===== src/rtl/acumulador_productos_if.sv =====
// Handshake bundle for the multiply-accumulate stage: operand input side and result output side.
interface acumulador_productos_if #(
    parameter int unsigned W = 24
);
    logic             in_valid;
    logic             in_ready;
    logic [W-1:0]     Dato_A;
    logic [W-1:0]     Dato_B;
    logic             out_valid;
    logic             out_ready;
    logic [2*W-1:0]   Datos_Sum;
    logic             sat;

    modport master (
        output in_valid, Dato_A, Dato_B, out_ready,
        input  in_ready, out_valid, Datos_Sum, sat
    );

    modport slave (
        input  in_valid, Dato_A, Dato_B, out_ready,
        output in_ready, out_valid, Datos_Sum, sat
    );
endinterface


===== src/rtl/acumulador_productos.sv =====
// Signed multiply-accumulate: TERMS products of W-bit operands summed with saturation into 2W bits.
// Two-stage pipe (product register, accumulator) with valid/ready on both sides.
module acumulador_productos #(
    parameter int unsigned W     = 24,
    parameter int unsigned TERMS = 8
) (
    input  logic                  clk,
    input  logic                  reset,
    input  logic                  clr,
    acumulador_productos_if.slave bus
);
    localparam int unsigned W2   = 2 * W;
    localparam int unsigned CntW = (TERMS > 2) ? $clog2(TERMS) : 1;
    localparam logic [CntW-1:0] CntLast = CntW'(TERMS - 1);
    localparam logic [W2-1:0]   SatPos  = {1'b0, {(W2 - 1){1'b1}}};
    localparam logic [W2-1:0]   SatNeg  = {1'b1, {(W2 - 1){1'b0}}};

    typedef enum logic [1:0] {StAcum, StDrenar, StSalida} state_e;

    state_e          state_q, state_d;
    logic [CntW-1:0] cnt_q, cnt_d;
    logic            drain_q, drain_d;
    logic [W2-1:0]   p_q, p_d;
    logic [W2-1:0]   acc_q, acc_d;
    logic            sat_int_q, sat_int_d;
    logic [W2-1:0]   sum_q, sum_d;
    logic            sat_q, sat_d;

    logic            accept;
    logic [W2-1:0]   a_ext, b_ext, prod;
    logic [W2:0]     sum_ext;
    logic            ovf;
    logic [W2-1:0]   acc_sat;

    // Sign-extending both operands to 2W makes the low 2W bits the exact signed product.
    assign a_ext = {{W{bus.Dato_A[W-1]}}, bus.Dato_A};
    assign b_ext = {{W{bus.Dato_B[W-1]}}, bus.Dato_B};
    assign prod  = a_ext * b_ext;

    assign sum_ext = {acc_q[W2-1], acc_q} + {p_q[W2-1], p_q};
    assign ovf     = sum_ext[W2] ^ sum_ext[W2-1];
    assign acc_sat = ovf ? (sum_ext[W2] ? SatNeg : SatPos) : sum_ext[W2-1:0];

    assign accept = bus.in_valid && (state_q == StAcum) && !clr;

    always_comb begin
        state_d   = state_q;
        cnt_d     = cnt_q;
        drain_d   = drain_q;
        // P is zero on idle cycles, so the accumulator can add it unconditionally.
        p_d       = accept ? prod : '0;
        acc_d     = acc_sat;
        sat_int_d = sat_int_q | ovf;
        sum_d     = sum_q;
        sat_d     = sat_q;

        unique case (state_q)
            StAcum: begin
                if (accept) begin
                    if (cnt_q == CntLast) begin
                        state_d = StDrenar;
                        cnt_d   = '0;
                    end else begin
                        cnt_d = cnt_q + 1'b1;
                    end
                end
            end
            StDrenar: begin
                if (drain_q) begin
                    state_d = StSalida;
                    drain_d = 1'b0;
                    sum_d   = acc_q;
                    sat_d   = sat_int_q;
                end else begin
                    drain_d = 1'b1;
                end
            end
            StSalida: begin
                if (bus.out_ready) begin
                    state_d   = StAcum;
                    acc_d     = '0;
                    cnt_d     = '0;
                    sat_int_d = 1'b0;
                end
            end
            default: begin
                state_d = StAcum;
            end
        endcase

        if (clr) begin
            state_d   = StAcum;
            cnt_d     = '0;
            drain_d   = 1'b0;
            p_d       = '0;
            acc_d     = '0;
            sat_int_d = 1'b0;
            sum_d     = sum_q;
            sat_d     = sat_q;
        end
    end

    always_ff @(posedge clk or posedge reset) begin
        if (reset) begin
            state_q   <= StAcum;
            cnt_q     <= '0;
            drain_q   <= 1'b0;
            p_q       <= '0;
            acc_q     <= '0;
            sat_int_q <= 1'b0;
            sum_q     <= '0;
            sat_q     <= 1'b0;
        end else begin
            state_q   <= state_d;
            cnt_q     <= cnt_d;
            drain_q   <= drain_d;
            p_q       <= p_d;
            acc_q     <= acc_d;
            sat_int_q <= sat_int_d;
            sum_q     <= sum_d;
            sat_q     <= sat_d;
        end
    end

    assign bus.in_ready  = (state_q == StAcum);
    assign bus.out_valid = (state_q == StSalida);
    assign bus.Datos_Sum = sum_q;
    assign bus.sat       = sat_q;
endmodule


===== src/flat_wrapper.sv =====
// flat-port wrapper written by rule: the top's interface ports become plain ports
module acumulador_productos_flat 
#(
    parameter int unsigned W     = 24,
    parameter int unsigned TERMS = 8
)
  (clk, reset, clr, bus_in_valid, bus_Dato_A, bus_Dato_B, bus_out_ready, bus_in_ready, bus_out_valid, bus_Datos_Sum, bus_sat);
  acumulador_productos_if #(.W(W)) bus_i ();
  input  logic clk;
  input  logic reset;
  input  logic clr;
  input wire logic [$bits(bus_i.in_valid)-1:0] bus_in_valid;
  input wire logic [$bits(bus_i.Dato_A)-1:0] bus_Dato_A;
  input wire logic [$bits(bus_i.Dato_B)-1:0] bus_Dato_B;
  input wire logic [$bits(bus_i.out_ready)-1:0] bus_out_ready;
  output wire logic [$bits(bus_i.in_ready)-1:0] bus_in_ready;
  output wire logic [$bits(bus_i.out_valid)-1:0] bus_out_valid;
  output wire logic [$bits(bus_i.Datos_Sum)-1:0] bus_Datos_Sum;
  output wire logic [$bits(bus_i.sat)-1:0] bus_sat;
  assign bus_i.in_valid = bus_in_valid;
  assign bus_i.Dato_A = bus_Dato_A;
  assign bus_i.Dato_B = bus_Dato_B;
  assign bus_i.out_ready = bus_out_ready;
  assign bus_in_ready = bus_i.in_ready;
  assign bus_out_valid = bus_i.out_valid;
  assign bus_Datos_Sum = bus_i.Datos_Sum;
  assign bus_sat = bus_i.sat;
  acumulador_productos #(.W(W), .TERMS(TERMS)) u_core (.clk(clk), .reset(reset), .clr(clr), .bus(bus_i));
endmodule

===== config.mk =====
export PLATFORM = sky130hd
export DESIGN_NAME = acumulador_productos_flat
export DESIGN_NICKNAME = d
export VERILOG_FILES = /design/src/rtl/acumulador_productos_if.sv /design/src/rtl/acumulador_productos.sv /design/src/flat_wrapper.sv
export SDC_FILE = /design/constraint.sdc
export NUM_CORES = 2
export LEC_CHECK = 0
export BUFFER_PORTS_ARGS = -buffer_cell sky130_fd_sc_hd__buf_2
export CORE_ASPECT_RATIO = 1.4
export CORE_MARGIN = 2
export CORE_UTILIZATION = 45
export CTS_BUF_LIST = sky130_fd_sc_hd__clkbuf_4 sky130_fd_sc_hd__clkbuf_8 sky130_fd_sc_hd__clkbuf_16
export CTS_CLUSTER_SIZE = 8
export DETAILED_ROUTE_END_ITERATION = 8
export GPL_ROUTABILITY_DRIVEN = 0
export PLACE_DENSITY = 0.72
export SLEW_MARGIN = 20
export SYNTH_ARGS = -nofsm -noshare
export SYNTH_HDL_FRONTEND = slang
export SYNTH_SLANG_ARGS = --single-unit

===== constraint.sdc =====
create_clock -name clk -period 3.8 [get_ports clk]
set_input_delay 0 -clock clk [delete_from_list [all_inputs] [get_ports clk]]
set_output_delay 0 -clock clk [all_outputs]
set_load 0.005 [all_outputs]

==> flow_summary_export.csv <==
group,metric,value,unit
global_route,grt_max_degree,153,
setup_path,cp_top_family,"adder cells",
placement,placed_cells,4148,
sta,slew_headroom,0.4129,
detailed_routing,drt_iter0_drc,1187,
sta,rsz0062_at_grt,"true",
detailed_routing,drt-total-wl,75.99,mm
sta,slew_viol_final,0,
status,status,"complete, but fails checks",
cells_and_area,fin_cells,4230,
setup_path,cp_max_fo,12,
sta,worstMarginPinSlew,880.7,ps
die,start_util,0.4532,
cells_and_area,drive_gt1_frac,0.2310,
synthesis,synth_warnings,0,
synthesis,seq_area_frac_synth,0.1308,
global_route,antenna_found_initial,0,
setup_path,path_buf_inv,5,
cells_and_area,final_util,0.5462,
setup_path,cp.required,4110,ps
synthesis,ys_top_cells_by_count,"inv_1, fa_1, nand2_1",
setup_path,r2r_cells,12,
die,dieArea,66680,um^2
setup_path,cp-start-kind,"primary input",
setup_path,worstSetupStartpoint,"bus_Dato_A[11]",
synthesis,ys_seq_elements,152,
placement,numPortBuffers,103,
cells_and_area,diodes,0,
global_route,grt_overflow,0,
placement,hpwl,63.30,mm
global_route,grt_pass1_vias,24550,
clocking,cts-htree-levels,4,
clocking,numCtsBuffers,17,
setup_path,cpMostUsedCell,"fa_1",
setup_path,crit_cells,24,
setup_path,crit_end,"u_core.p_q[45]$_DFF_PP0_",
synthesis,synth_fp_nets,3871,
clocking,tritoncts,"built",
placement,placed_cell_area,32900,um^2
setup_path,cp_cell_sequence,"buf_4, buf_4, nand2_1, fa_1, inv_1, fa_1, fa_1, fa_2, fa_1, fa_1, inv_1, fa_1, inv_1, ha_1, nand2_1, nor2_1, a211oi_2, or4b_4, o211ai_4, a31oi_4, a21o_1, a311oi_2, xor2_1, nor2_1",
cells_and_area,area_delta_synth_final,20.50,%
setup_path,cp_slowest_cell,"fa_2",
sta,fin_crit,6142,ps
synthesis,synth.distinct_cells,75,
clocking,clock-sinks,152,
die,die_h,304.7,um
synthesis,yosys-top-cells-area,"fa_1, dfrtp_1, inv_1, ha_1, and2_1",
status,violations,"negative setup slack",
synthesis,async_reset_ff_frac,1.000,
cells_and_area,final_nets,4223,
global_route,grt_usage,0.2319,
sta,setup_viol,40,
synthesis,synth_top_area_share,0.4187,
synthesis,syn_inst,3026,
sta,finalClockSkew,11.31,ps
detailed_routing,wire_per_inst,17.96,um
clocking,clock_latency,420,ps
clocking,cts_buffer_depth,2,
detailed_routing,dr_total_vias,22200,
setup_path,regToRegStartpoint,"u_core.acc_q[1]$_DFF_PP0_",
detailed_routing,route.detailed.drc,0,
synthesis,yosys_most_used_dff,"dfrtp_1",
die,coreArea,64140,um^2
sta,timing.fmax,162.8,MHz
cells_and_area,final_cell_area,35030,um^2
sta,worst_slack,-2342,ps
sta,hold_violations,0,
setup_path,cp_data_arrival_time,6450,ps
flow_run,cap_violations,0,
setup_path,path_class,"primary input to flip-flop",
setup_path,r2r-end,"u_core.acc_q[1]$_DFF_PP0_",
sta,whs,28.57,ps
hold_path,min_path_type,"primary input to flip-flop",
setup_path,end_kind,"flip-flop",
clocking,clockRootBuffer,"clkbuf_16",
die,die_x,218.8,um
synthesis,synth.largest_area_cell,"fa_1",
synthesis,synth_area,29070,um^2
die,num_rows,110,
setup_path,cpPeakStageDelay,640,ps
detailed_routing,postRouteAntennaNets,0,
clocking,path_clk_slew,70,ps
sta,finalCritPeriodShare,1.616,
die,num_io_pins,104,
synthesis,synth.most_common_cell,"inv_1",
global_route,grt_pass1_wl,121.7,mm
setup_path,r2r_setup_slack,340,ps
synthesis,synth_edf_count,0,
synthesis,synth.avg_cell_area,9.606,um^2
detailed_routing,via_per_inst,5.249,
detailed_routing,firstDrtPassIters,7,
## state kept, by name, summed over array words and instances, names as in the netlist
| register | count |
|---|---|
| u_core.acc_q | 48 |
| u_core.bus.Datos_Sum | 48 |
| u_core.p_q | 48 |
| u_core.cnt_q | 3 |
| u_core.state_q | 2 |
| u_core.bus.sat | 1 |
| u_core.drain_q | 1 |
| u_core.sat_int_q | 1 |
## per-stage QoR
stage | setup slack [ps] | TNS [ps]
2_1_floorplan | -2362 | -61470
3_3_place_gp | -2893 | -90730
3_5_place_dp | -2985 | -91830
4_1_cts | -2408 | -69160
5_1_grt | -2534 | -76740
6_report | -2342 | -69910
## cell usage in the layout, fill, tap and decap left out, types with 20 or more instances in the layout
cell / n
inv_1: 591
nor2_1: 98
ha_4: 21
buf_4: 303
xor2_1: 27
a21oi_1: 76
fa_2: 26
nand2_1: 331
nor3_1: 23
a21o_1: 47
o21ai_0: 36
ha_1: 160
buf_2: 65
mux2_2: 49
buf_6: 60
xnor2_1: 50
a21oi_2: 57
and2_1: 257
clkbuf_16: 20
dfrtp_1: 152
fa_1: 582
## how the worst min path moves through the flow
| stage | end | cells after the start | from |
|---|---|---|---|
| 2_1_floorplan | u_core.p_q[0]$_DFF_PP0_ | 1 | bus_Dato_B[0] |
| 3_3_place_gp | u_core.state_q[1]$_DFFE_PP0P_ | 2 | clr |
| 3_5_place_dp | u_core.drain_q$_DFFE_PP0P_ | 2 | clr |
| 4_1_cts | u_core.p_q[0]$_DFF_PP0_ | 3 | bus_Dato_B[0] |
| 5_1_grt | u_core.p_q[0]$_DFF_PP0_ | 3 | bus_Dato_B[0] |
| 6_report | u_core.p_q[0]$_DFF_PP0_ | 3 | bus_Dato_B[0] |
## layout make-up
type	count	area, um^2
Sequential cell	152	3804
Timing Repair Buffer	459	3809
Multi-Input combinational cell	2133	23450
Inverter	615	2322
Clock inverter	12	142.6
Clock buffer	19	446.7
Fill cell	5536	29110
Tap cell	840	1051
## metal layers
metal	global-route usage	vias up	routed length, um
li1	-	9904	-
met1	0.2516	11370	25600
met2	0.4347	650	42490
met3	0.01547	281	2373
met4	0.1419	0	5523
met5	0	-	0
## tightest hold or removal path, stage by stage
cell	delay, ps
buf_12	120
buf_4	150
and3_1	140
## cell families after synthesis
family | count (synthesis) | synth area share
simple gates | 853 | 0.1444
fa+ha+maj | 792 | 0.4979
buf+inv | 741 | 0.09831
compound gates | 348 | 0.08208
flops | 152 | 0.1308
xor+xnor | 89 | 0.02682
mux | 51 | 0.01967
## what timing repair did
item | in CTS | in global routing
endpoints found under the setup margin | 40 | 41
resized for setup | 150 | 128
endpoints found under the hold margin | 155 | 0
hold buffers | 4 | 0
pin swaps | 80 | 104
setup buffers | 20 | 34
cloned | 0 | 3
Power is not shown: default switching activity piles up to over one toggle a cycle in this logic, so the estimate is an artifact.
